**config.mk**
```make
export PLATFORM = sky130hd
export DESIGN_NAME = compare_unit_pipe
export DESIGN_NICKNAME = d
export VERILOG_FILES = /design/src/rtl/cmp_pkg.sv /design/src/rtl/cmp_core.sv /design/src/rtl/compare_unit_pipe.sv
export SDC_FILE = /design/constraint.sdc
export NUM_CORES = 1
export LEC_CHECK = 0
export CORE_UTILIZATION = 55
export DETAILED_ROUTE_END_ITERATION = 8
export GPL_ROUTABILITY_DRIVEN = 0
export MAX_ROUTING_LAYER = met4
export PLACE_DENSITY = 0.82
export SLEW_MARGIN = 20
export SYNTH_ARGS = -nofsm -noshare
export SYNTH_HDL_FRONTEND = slang
export SYNTH_SLANG_ARGS = --single-unit
```
**constraint.sdc**
```tcl
create_clock -name clk -period 8.5 [get_ports clk]
set_clock_uncertainty 0.1 [all_clocks]
set_input_delay 1.7 -clock clk [delete_from_list [all_inputs] [get_ports clk]]
set_output_delay 1.7 -clock clk [all_outputs]
set_load 0.1 [all_outputs]
```
**src/rtl/cmp_pkg.sv**
```systemverilog
`default_nettype none
// ---------------------------------------------------------------------------
// cmp_pkg : op codes and width-generic compare evaluation for compare_unit_pipe
// Revision: 1.0
// ---------------------------------------------------------------------------
package cmp_pkg;

    localparam logic [3:0] OP_SLT  = 4'b1000;
    localparam logic [3:0] OP_SLTU = 4'b1001;
    localparam logic [3:0] OP_EQ   = 4'b1010;
    localparam logic [3:0] OP_NE   = 4'b1011;
    localparam logic [3:0] OP_GE   = 4'b1100;
    localparam logic [3:0] OP_GEU  = 4'b1101;
    localparam logic [3:0] OP_MIN  = 4'b1110;
    localparam logic [3:0] OP_MAX  = 4'b1111;

    // Widest operand the evaluator handles; narrower callers zero-extend.
    localparam int CMP_MAXW = 64;

    typedef struct packed {
        logic                illegal;
        logic                cond;
        logic [CMP_MAXW-1:0] result;
    } cmp_res_t;

    // Operands arrive zero-extended, so the unsigned compare is exact at any
    // width; the signed view only needs the sign bit at position xlen-1.
    function automatic cmp_res_t cmp_eval(
        input logic [CMP_MAXW-1:0] a,
        input logic [CMP_MAXW-1:0] b,
        input logic [3:0]          op,
        input logic [6:0]          xlen
    );
        cmp_res_t   res;
        logic [5:0] msb;
        logic       a_neg;
        logic       b_neg;
        logic       a_ltu;
        logic       b_ltu;
        logic       a_lt;
        logic       b_lt;
        logic       eq;

        res   = '0;
        msb   = 6'(xlen - 7'd1);
        a_neg = a[msb];
        b_neg = b[msb];
        a_ltu = (a < b);
        b_ltu = (b < a);
        eq    = (a == b);
        a_lt  = (a_neg != b_neg) ? a_neg : a_ltu;
        b_lt  = (a_neg != b_neg) ? b_neg : b_ltu;

        case (op)
            OP_SLT:  res.cond = a_lt;
            OP_SLTU: res.cond = a_ltu;
            OP_EQ:   res.cond = eq;
            OP_NE:   res.cond = !eq;
            OP_GE:   res.cond = !a_lt;
            OP_GEU:  res.cond = !a_ltu;
            OP_MIN:  res.cond = !b_lt;
            OP_MAX:  res.cond = !a_lt;
            default: res.illegal = 1'b1;
        endcase

        if (op == OP_MIN || op == OP_MAX) begin
            res.result = res.cond ? a : b;
        end else if (!res.illegal) begin
            res.result = {{(CMP_MAXW-1){1'b0}}, res.cond};
        end
        return res;
    endfunction

endpackage
`default_nettype wire

```
**src/rtl/cmp_core.sv**
```systemverilog
`default_nettype none
// ---------------------------------------------------------------------------
// cmp_core : combinational XLEN-wide compare / min / max evaluation
// Revision: 1.0
// ---------------------------------------------------------------------------
module cmp_core
    import cmp_pkg::*;
#(
    parameter int XLEN = 32
) (
    input  logic [XLEN-1:0] i_rs_1,
    input  logic [XLEN-1:0] i_rs_2,
    input  logic [3:0]      i_op,
    output logic [XLEN-1:0] o_result,
    output logic            o_cond,
    output logic            o_illegal
);

    cmp_res_t w_res;
    logic     w_unused;

    assign w_res     = cmp_eval(CMP_MAXW'(i_rs_1), CMP_MAXW'(i_rs_2), i_op, 7'(XLEN));
    assign o_result  = w_res.result[XLEN-1:0];
    assign o_cond    = w_res.cond;
    assign o_illegal = w_res.illegal;

    // Upper evaluator bits are always zero for narrow instances.
    assign w_unused  = &{1'b0, w_res.result};

endmodule
`default_nettype wire

```
**src/rtl/compare_unit_pipe.sv**
```systemverilog
`default_nettype none
// ---------------------------------------------------------------------------
// compare_unit_pipe : 1- or 2-stage valid/ready compare unit with tag passthrough
// Revision: 1.0
// ---------------------------------------------------------------------------
module compare_unit_pipe
    import cmp_pkg::*;
#(
    parameter int XLEN   = 32,
    parameter int TAG_W  = 4,
    parameter int STAGES = 2
) (
    input  logic             clk,
    input  logic             rst_n,
    input  logic             in_valid,
    output logic             in_ready,
    input  logic [XLEN-1:0]  rs_1,
    input  logic [XLEN-1:0]  rs_2,
    input  logic [3:0]       alu_ctrl,
    input  logic [TAG_W-1:0] in_tag,
    output logic             out_valid,
    input  logic             out_ready,
    output logic [XLEN-1:0]  result_cmp,
    output logic             cond_true,
    output logic             illegal_op,
    output logic [TAG_W-1:0] out_tag
);

    logic [XLEN-1:0]  w_core_a;
    logic [XLEN-1:0]  w_core_b;
    logic [3:0]       w_core_op;
    logic [TAG_W-1:0] w_core_tag;
    logic             w_core_valid;
    logic [XLEN-1:0]  w_core_result;
    logic             w_core_cond;
    logic             w_core_illegal;
    logic             w_s2_ready;

    logic             r_s2_valid;
    logic [XLEN-1:0]  r_result;
    logic             r_cond;
    logic             r_illegal;
    logic [TAG_W-1:0] r_tag;

    assign w_s2_ready = !r_s2_valid || out_ready;

    generate
        if (XLEN < 2 || XLEN > CMP_MAXW) begin : g_bad_xlen
            $error("compare_unit_pipe: XLEN out of supported range");
        end

        if (STAGES == 2) begin : g_two_stage
            logic             r_s1_valid;
            logic [XLEN-1:0]  r_s1_a;
            logic [XLEN-1:0]  r_s1_b;
            logic [3:0]       r_s1_op;
            logic [TAG_W-1:0] r_s1_tag;

            assign in_ready = !r_s1_valid || w_s2_ready;

            always_ff @(posedge clk) begin
                if (!rst_n) begin
                    r_s1_valid <= 1'b0;
                    r_s1_a     <= '0;
                    r_s1_b     <= '0;
                    r_s1_op    <= '0;
                    r_s1_tag   <= '0;
                end else if (in_ready) begin
                    r_s1_valid <= in_valid;
                    if (in_valid) begin
                        r_s1_a   <= rs_1;
                        r_s1_b   <= rs_2;
                        r_s1_op  <= alu_ctrl;
                        r_s1_tag <= in_tag;
                    end
                end
            end

            assign w_core_valid = r_s1_valid;
            assign w_core_a     = r_s1_a;
            assign w_core_b     = r_s1_b;
            assign w_core_op    = r_s1_op;
            assign w_core_tag   = r_s1_tag;
        end else if (STAGES == 1) begin : g_one_stage
            assign in_ready     = w_s2_ready;
            assign w_core_valid = in_valid;
            assign w_core_a     = rs_1;
            assign w_core_b     = rs_2;
            assign w_core_op    = alu_ctrl;
            assign w_core_tag   = in_tag;
        end else begin : g_bad_stages
            $error("compare_unit_pipe: STAGES must be 1 or 2");
        end
    endgenerate

    cmp_core #(
        .XLEN (XLEN)
    ) u_core (
        .i_rs_1    (w_core_a),
        .i_rs_2    (w_core_b),
        .i_op      (w_core_op),
        .o_result  (w_core_result),
        .o_cond    (w_core_cond),
        .o_illegal (w_core_illegal)
    );

    // Result register only reloads on a real beat so a drained output keeps its data.
    always_ff @(posedge clk) begin
        if (!rst_n) begin
            r_s2_valid <= 1'b0;
            r_result   <= '0;
            r_cond     <= 1'b0;
            r_illegal  <= 1'b0;
            r_tag      <= '0;
        end else if (w_s2_ready) begin
            r_s2_valid <= w_core_valid;
            if (w_core_valid) begin
                r_result  <= w_core_result;
                r_cond    <= w_core_cond;
                r_illegal <= w_core_illegal;
                r_tag     <= w_core_tag;
            end
        end
    end

    assign out_valid  = r_s2_valid;
    assign result_cmp = r_result;
    assign cond_true  = r_cond;
    assign illegal_op = r_illegal;
    assign out_tag    = r_tag;

endmodule
`default_nettype wire

```
==> summary.txt, run 1 <==
Logic synthesis
  – Synth cell types: 46
  – Area leader, netlist: dfxtp_1
  – Synth top area cells: dfxtp_1 (39%), nand2_1 (15%), a21oi_1 (7.8%), o211ai_1 (7.7%), mux2_4 (7.1%)
  – Ys async rst share: 0%
  – Syn nets: 817
  – Synthesized instance count: 709
  – Syn. warnings: 0
  – Number of enable flip-flop cells after synthesis: 0
  – Post-synthesis cell area: 5720 sq um
  – Mean Syn Cell Area: 8.06 sq um
  – Yosys reg bits: 112
  – Prevailing post-synth register cell: dfxtp_1
  – Top-area cell type share of the netlist area: 39.2%
  – Sequential area share after synthesis: 39.2%

Timing
  – Total Neg Setup Slack: 0 ns
  – Rel. slew slack: 32.2%
  – RSZ-0062 raised after global routing: no
  – FMAX: 0.188 GHz
  – Count of pins over their slew limit: 0
  – Hold violation total from the final report: 0
  – Crit path time final: 5.31 ns
  – Setup-failing EPs final: 0
  – Fin crit share: 62.5%
  – Slew @ Worst Pin: 1.01 ns

Global route
  – Vias in the first global route: 5072
  – Overall routing resource usage: 27.7%
  – GRT overflow: 0
  – Initial antenna violation count: 0
  – First-pass GRT wire length: 23900 um
  – Largest net degree at the start of global routing: 82

Worst setup path
  – Setup crit start kind: primary input
  – CP required: 6.70 ns
  – CP Class: primary input to output port
  – R2r endpoint: result_cmp[2]
  – Worst r2r src: g_two_stage.r_s1_a[13]
  – Crit path DAT: 3.51 ns
  – Crit path from: out_ready
  – Worst Path Max Fanout: 5
  – FF-to-FF path depth: 10
  – Setup slack, reg-to-reg: 4.68 ns
  – Crit. End Element: output port

Floorplan
  – Die Area: 10800 sq um
  – Ports: 116
  – Die Span X: 104 um
  – Row cnt: 36
  – Core area: 9910 sq um
  – Die height: 104 um
  – Initial Util: 57.7%

Clock tree
  – CTS max path bufs: 2
  – Num Clock Sinks: 112
  – CTS Buf Count: 9
  – # resized after CTS: 0
  – CTS tree: yes
  – Postcts setup bufs: 0
  – Hold buffers post-CTS: 0
  – CTS root buf: clkbuf_8
  – Worst-skew pair later-pin latency: 0.37 ns
  – # H-tree levels: 3
  – CTS clk-pin slew, worst paths: 0.10 ns

Finish
  – Area Growth Syn to Fin: 24.4%
  – Most frequent cells in the layout: nand2_1 (223), clkdlybuf4s50_1 (115), dfxtp_1 (112)
  – Design Area, Final: 7110 sq um
  – Most common cell after layout, fill and taps aside: nand2_1
  – Share of layout cells above drive strength 1: 8.89%
  – Antenna Cells: 0
  – Nets: 902
  – Fillers: 787

Job
  – Maxcap violations: 0

Route
  – Post-DRT Antenna Nets: 0
  – Initial DRC Count: 316
  – DRC Markers: 0
  – Drt wl/cell: 15.6 um
  – Vias/cell: 5.67
  – Drt total wl: 14600 um
  – DR vias: 5286
  – Drt pass-1 iters: 5

Worst hold path
  – Worst Min Path Start: g_two_stage.r_s1_tag[1]
  – Worst Hold Class: flip-flop to flip-flop
  – Hold-critical path depth: 2
  – Hold endpoint: out_tag[1]

Placement
  – Dpl hpwl: 9750 um
  – Placed cell area: 6900 sq um
  – # port buffers: 115

Power and ir drop
  – Maximum vdd drop: 0.0838 mV
  – Pwr dens: 160 nW/um^2
  – Leak pwr: 2.69 nW

Outcome
  – Outcome: finished, final reports clean
power breakdown:
| part | internal, mW | total (mW) | switching [mW] |
|---|---|---|---|
| registers | 0.546 | 0.565 | 0.0191 |
| clock network | 0.149 | 0.337 | 0.188 |
| logic | 0.0906 | 0.234 | 0.143 |
| total | 0.786 | 1.14 | 0.351 |
worst max-delay path by stage:
stage	endpoint	slack [ns]	cells after the start
2_1_floorplan	in_ready	4.19	2
3_3_place_gp	in_ready	3.22	4
3_5_place_dp	in_ready	3.19	4
4_1_cts	in_ready	3.18	4
5_1_grt	in_ready	3.13	4
6_report	in_ready	3.19	4
Yosys cell counts (2+ instances only):
master / n
ha_1: 32
buf_2: 4
nor2b_1: 5
inv_1: 33
nor3_1: 2
clkbuf_1: 41
o21ai_0: 7
dfxtp_1: 112
a21o_1: 3
nand2b_1: 2
nor2_1: 14
nand3_1: 6
buf_1: 2
nand4_1: 8
mux2_2: 4
a221oi_1: 3
mux2_4: 27
buf_6: 3
o211ai_1: 59
o211ai_2: 5
a21oi_1: 89
nand2_1: 224
cells by family after synthesis:
group / after synthesis / synth area share, %
muxes: 32 / 8.05
adders and majority gates: 32 / 7.00
and+or+nand+nor: 270 / 19.6
AOI/OAI and AO/OA: 178 / 20.0
xor gates and xnor gates: 1 / 0.153
DFF: 112 / 39.2
buffers and inverters: 84 / 6.00
layout make-up:
| class | instances | area (sq um) | area share [%] |
|---|---|---|---|
| Clock buffer | 10 | 138 | 1.93 |
| Clock inverter | 6 | 75.1 | 1.06 |
| Inverter | 34 | 128 | 1.79 |
| Multi-Input combinational cell | 513 | 3150 | 44.2 |
| Sequential cell | 112 | 2240 | 31.5 |
| Tap cell | 133 | 166 | 2.34 |
| Timing Repair Buffer | 124 | 1220 | 17.1 |
through the flow:
stage          util (%)  hold slack (ns)  power [mW]  setup slack, ns  cells
3_5_place_dp       69.6            0.347       0.808             3.19    916
5_1_grt            71.8            0.381        1.18             3.13    932
6_report           71.8            0.360        1.14             3.19    932
2_1_floorplan         -            0.332       0.729             4.19    709
3_3_place_gp       69.6            0.339       0.802             3.22    916
4_1_cts            71.8            0.352        1.14             3.18    932
state kept, by name (all words and copies together), names as in the netlist:
| name | count |
|---|---|
| result_cmp | 32 |
| g_two_stage.r_s1_b | 32 |
| out_valid | 1 |
| g_two_stage.r_s1_op | 4 |
| out_tag | 4 |
| g_two_stage.r_s1_valid | 1 |
| cond_true | 1 |
| g_two_stage.r_s1_tag | 4 |
| g_two_stage.r_s1_a | 32 |
| illegal_op | 1 |
worst max-delay path, cell delays in order:
cell and delay [ns]:
clkdlybuf4s50_1 0.40, nor2b_1 0.27, nand2_1 0.15, clkdlybuf4s50_1 0.99
per-layer routing:
metal | share of wire, % | GRT usage (%) | up-vias
li1 | - | - | 2604
met3 | 6.3 | 3.82 | 21
met5 | 0 | - | -
met1 | 45 | 35.4 | 2476
met2 | 47 | 45.5 | 185
met4 | 1.5 | 8.67 | 0
Note: power is estimated with default switching activity, not from simulation.
==> inputs of run 2 (changes only) <==
Settings changed: CORE_UTILIZATION 55 to 52, PLACE_DENSITY 0.82 to 0.78.
Clock period 8.5 ns to 5.1 ns, I/O delays scaled along.
==> summary.txt, run 2 (synthesis results as in run 1) <==
Clock tree
  – CTS max path bufs: 2 (unchanged)
  – CTS tree: yes
  – # resized after CTS: 0 (unchanged)
  – Postcts setup bufs: 0 (unchanged)
  – CTS Buf Count: 9 (unchanged)
  – Hold buffers post-CTS: 0 (unchanged)
  – CTS root buf: clkbuf_8
  – # H-tree levels: 3 (unchanged)
  – CTS clk-pin slew, worst paths: 0.10 ns (about the same)
  – Num Clock Sinks: 112 (unchanged)
  – Worst-skew pair later-pin latency: 0.37 ns (about the same)

Worst setup path
  – Worst Path Max Fanout: 33 (+28)
  – R2r endpoint: result_cmp[31]
  – CP required: 5.30 ns (-1.40 ns)
  – Worst r2r src: g_two_stage.r_s1_a[13]
  – Setup slack, reg-to-reg: 1.27 ns (-3.41 ns)
  – CP Class: flip-flop to flip-flop
  – CP endpoint: result_cmp[31]
  – Crit. End Element: flip-flop
  – FF-to-FF path depth: 10 (unchanged)
  – Crit path DAT: 4.03 ns (+0.52 ns)
  – Crit path from: g_two_stage.r_s1_a[13]
  – Setup crit start kind: flip-flop

Timing
  – Fin crit share: 75.1%
  – Hold violation total from the final report: 0 (unchanged)
  – Final hold slack: 0.362 ns (+0.00187 ns)
  – RSZ-0062 raised after global routing: no
  – Count of pins over their slew limit: 0 (unchanged)
  – Rel. slew slack: 34.1% (+2.0 points)
  – FMAX: 0.261 GHz
  – Setup-failing EPs final: 0 (unchanged)
  – Total Neg Setup Slack: 0 ns (unchanged)
  – Slew @ Worst Pin: 0.984 ns (-0.0301 ns)
  – Crit path time final: 3.83 ns

Floorplan
  – Core area: 10500 sq um (+6.0%)
  – Initial Util: 54.4% (-3.3 points)
  – Row cnt: 37 (+2.8%)
  – Die Span X: 107 um (+2.8%)
  – Ports: 116 (unchanged)
  – Die Area: 11400 sq um (+5.7%)
  – Die height: 107 um (+2.8%)

Global route
  – First-pass GRT wire length: 23800 um (-0.58%)
  – Largest net degree at the start of global routing: 82 (unchanged)
  – M3 GR Usage: 4.13% (+0.31 points)
  – Vias in the first global route: 5017 (-1.1%)
  – Met2 usage: 41.1% (-4.4 points)
  – Initial antenna violation count: 0 (unchanged)
  – Routing usage on met1: 36.4% (+1.0 points)
  – Overall routing resource usage: 26.8% (-0.91 points)
  – GR peak layer: met2
  – GRT overflow: 0 (unchanged)

Finish
  – Nets: 901 (-0.11%)
  – Most frequent cells in the layout: nand2_1 (223), clkdlybuf4s50_1 (114), dfxtp_1 (112)
  – Design Area, Final: 7120 sq um (about the same)
  – Most common cell after layout, fill and taps aside: nand2_1
  – Finished Layout Cells: 933 (+0.11%)
  – Area Growth Syn to Fin: 24.4% (about the same)
  – Antenna Cells: 0 (unchanged)
  – Share of layout cells above drive strength 1: 8.66% (-0.23 points)

Outcome
  – Outcome: finished, final reports clean

Route
  – Post-DRT Antenna Nets: 0 (unchanged)
  – Initial DRC Count: 280 (-11%)
  – Drt wl/cell: 15.8 um (+1.1%)
  – Drt total wl: 14700 um (+1.2%)
  – DR vias: 5316 (+0.57%)
  – DRC Markers: 0 (unchanged)
  – Vias/cell: 5.70 (+0.46%)
  – Drt pass-1 iters: 4 (-1)

Worst hold path
  – Worst Hold Class: flip-flop to flip-flop
  – Worst Min Path Start: g_two_stage.r_s1_tag[0]
  – Hold-critical path depth: 2 (unchanged)

Power and ir drop
  – Maximum vdd drop: 0.183 mV (+120%)
  – Leak pwr: 2.69 nW (about the same)
  – Pwr dens: 269 nW/um^2 (+69%)

Job
  – Maxcap violations: 0 (unchanged)

Placement
  – Placed cell area: 6900 sq um (about the same)
  – # port buffers: 115 (unchanged)
  – Total placed cells including tap cells: 918 (+0.22%)
  – Dpl hpwl: 10200 um (+4.7%)
-- run 2: through the flow --
step,setup WS (ns),util (%),power (mW)
after floorplan,2.09,-,1.21
after global placement,1.20,65.6,1.33
after detailed placement,1.08,65.6,1.34
after CTS,1.27,67.7,1.92
after global routing,1.09,67.7,2.00
final,1.27,67.7,1.92
-- run 2: area by class of cell --
| type | count | area, sq um |
|---|---|---|
| fill | 858 | 3390 |
| multi-input combinational | 513 | 3150 |
| sequential | 112 | 2240 |
| timing repair buffer | 123 | 1210 |
| tap | 136 | 170 |
| clock buffer | 12 | 155 |
| inverter | 34 | 128 |
| clock inverter | 3 | 65.1 |
-- run 2: critical path: stages, from the launching register on --
cell      delay [ns]
dfxtp_1         0.38
inv_1           0.06
ha_1            0.31
a21o_1          0.18
a21o_1          0.17
a221o_1         0.29
o31a_2          0.61
o211ai_4        0.74
buf_4           0.45
mux2_2          0.38
o211ai_1        0.08
-- run 2: per-layer routing --
metal,wire length (um),vias to the layer above,part of all wire (%)
li1,-,2601,-
met4,216,0,1.5
met5,0,-,0
met3,928,25,6.3
met2,6590,203,45
met1,6990,2487,47
-- run 2: where the power goes --
part	internal [mW]	switching (mW)	total, mW
Combinational	0.150	0.234	0.385
Clock	0.301	0.284	0.585
Sequential	0.910	0.0355	0.946
Total	1.36	0.554	1.92
-- run 2: worst min path at each step --
stage / end / slack [ns]
after global placement: out_tag[1] / 0.34
final: out_tag[0] / 0.36
after global routing: out_tag[0] / 0.39
after detailed placement: out_tag[2] / 0.35
after floorplan: out_tag[0] / 0.33
after CTS: g_two_stage.r_s1_tag[3] / 0.37
==> inputs of run 3 (changes only) <==
Settings changed: CORE_UTILIZATION 52 to 47, PLACE_DENSITY 0.78 to 0.74.
Clock period 5.1 ns to 3.41 ns, I/O delays scaled along.
==> summary.txt, run 3 (synthesis results as in run 1) <==
Outcome
  – Outcome: complete, but fails checks
  – Failing checks: DRC

Worst setup path
  – Setup slack, reg-to-reg: 0.33 ns (-0.94 ns)
  – R2r endpoint: result_cmp[30]
  – Crit path DAT: 3.26 ns (-0.77 ns)
  – Setup crit start kind: flip-flop
  – Worst r2r src: g_two_stage.r_s1_a[13]
  – CP Class: flip-flop to flip-flop
  – Worst Path Max Fanout: 23 (-30%)
  – Crit. End Element: flip-flop
  – FF-to-FF path depth: 10 (unchanged)
  – CP required: 3.59 ns (-1.71 ns)

Worst hold path
  – Hold-critical path depth: 2 (unchanged)
  – Worst Hold Class: flip-flop to flip-flop
  – Worst Min Path Start: g_two_stage.r_s1_b[0]
  – Hold endpoint: g_two_stage.r_s1_b[0]

Clock tree
  – CTS max path bufs: 2 (unchanged)
  – Num Clock Sinks: 112 (unchanged)
  – CTS Buf Count: 9 (unchanged)
  – # H-tree levels: 3 (unchanged)
  – Hold buffers post-CTS: 0 (unchanged)
  – CTS root buf: clkbuf_16
  – CTS tree: yes
  – Postcts setup bufs: 0 (unchanged)
  – CTS clk-pin slew, worst paths: 0.07 ns (-0.03 ns)
  – # resized after CTS: 0 (unchanged)
  – Worst-skew pair later-pin latency: 0.35 ns (-0.02 ns)

Floorplan
  – Initial Util: 49.2% (-5.2 points)
  – Die height: 112 um (+5.1%)
  – Die Area: 12600 sq um (+10%)
  – Ports: 116 (unchanged)
  – Core area: 11600 sq um (+11%)
  – Die Span X: 112 um (+5.1%)
  – Row cnt: 39 (+5.4%)

Timing
  – RSZ-0062 raised after global routing: no
  – Count of pins over their slew limit: 0 (unchanged)
  – Slew @ Worst Pin: 0.700 ns (-0.285 ns)
  – Hold violation total from the final report: 0 (unchanged)
  – Crit path time final: 3.08 ns (-0.747 ns)
  – Fin crit share: 90.4% (+15 points)
  – Total Neg Setup Slack: 0 ns (unchanged)
  – Setup-failing EPs final: 0 (unchanged)
  – Rel. slew slack: 53.3% (+19 points)
  – FMAX: 0.324 GHz (+24%)

Placement
  – # port buffers: 115 (unchanged)
  – Dpl hpwl: 10600 um (+3.5%)

Route
  – Drt wl/cell: 15.6 um (-1.1%)
  – Vias/cell: 5.51 (-3.2%)
  – Drt total wl: 14800 um (+0.40%)
  – Drt pass-1 iters: 7 (+3)
  – DR vias: 5222 (-1.8%)
  – DRC Markers: 7 (+7)
  – Initial DRC Count: 321 (+15%)
  – Post-DRT Antenna Nets: 0 (unchanged)

Job
  – Maxcap violations: 0 (unchanged)

Finish
  – Fillers: 991 (+16%)
  – Share of layout cells above drive strength 1: 14.3% (+5.6 points)
  – Most common cell after layout, fill and taps aside: nand2_1
  – Post-layout util: 61.9% (-5.8 points)
  – Area Growth Syn to Fin: 25.8%
  – Nets: 908 (+0.78%)
  – Antenna Cells: 0 (unchanged)
  – Most frequent cells in the layout: nand2_1 (223), dfxtp_1 (112), a21oi_1 (89)

Power and ir drop
  – Maximum vdd drop: 0.282 mV (+54%)
  – Leak pwr: 2.85 nW (+5.8%)
  – Pwr dens: 430 nW/um^2 (+60%)

Global route
  – Largest net degree at the start of global routing: 73 (-11%)
  – Initial antenna violation count: 0 (unchanged)
  – First-pass GRT wire length: 24600 um (+3.3%)
  – Overall routing resource usage: 25.1% (-1.7 points)
  – Vias in the first global route: 5169 (+3.0%)
  – GRT overflow: 0 (unchanged)
[run 3: cell count changes in the layout (fill, tap and decap cells not counted), sizes merged]
cell / change
buf: +46
clkdlybuf4s50: -39
bufinv: -1
clkbuf: +1
clkinv: -1
clkinvlp: +1
[run 3: per-stage QoR]
step           instances  hold slack, ns  total power, mW  area (sq um)  worst slack [ns]
6_report             947           0.358             3.09          7190             0.326
5_1_grt              947           0.391             3.23          7190             0.159
4_1_cts              947           0.356             3.11          7190             0.348
3_5_place_dp         932           0.347             2.03          6880             0.368
3_3_place_gp         932           0.346             2.01          6880             0.445
2_1_floorplan        709           0.332             1.82          5720             0.401
[run 3: layout make-up]
class                           instances  area, sq um  share of cell area, %
Multi-Input combinational cell        513         3150                   43.8
Sequential cell                       112         2240                   31.2
Timing Repair Buffer                  130         1190                   16.5
Clock buffer                           13          270                   3.76
Tap cell                              143          179                   2.49
Inverter                               34          128                   1.77
Clock inverter                          2         37.5                  0.522
[run 3: how the worst max path moves through the flow]
stage	from	endpoint	slack, ns	cells after the start
2_1_floorplan	out_valid	g_two_stage.r_s1_a[0]	0.40	7
5_1_grt	g_two_stage.r_s1_a[7]	result_cmp[30]	0.16	10
3_5_place_dp	g_two_stage.r_s1_a[13]	result_cmp[30]	0.37	10
6_report	g_two_stage.r_s1_a[13]	result_cmp[30]	0.33	10
3_3_place_gp	g_two_stage.r_s1_a[23]	result_cmp[2]	0.45	10
4_1_cts	g_two_stage.r_s1_a[13]	result_cmp[30]	0.35	10
[run 3: power by group]
group	switching [mW]	internal [mW]	leakage, nW
Clock	0.464	0.626	0.148
Sequential	0.0513	1.36	0.917
Combinational	0.353	0.237	1.78
Total	0.869	2.22	2.85
[run 3: worst max-delay path, stage by stage (launching register included)]
cell and delay [ns]:
dfxtp_1 0.35, inv_1 0.06, ha_1 0.31, a21o_1 0.18, a21o_1 0.17, a221o_1 0.29, o31a_2 0.46, o211ai_4 0.19
buf_4 0.40, mux2_2 0.39, o211ai_1 0.09
[run 3: metal layers]
metal | wire length [um] | vias up | global-route usage [%]
li1 | - | 2615 | -
met1 | 6840 | 2437 | 31.2
met2 | 6970 | 147 | 40.7
met3 | 741 | 23 | 5.56
met4 | 240 | 0 | 7.91
met5 | 0 | - | -
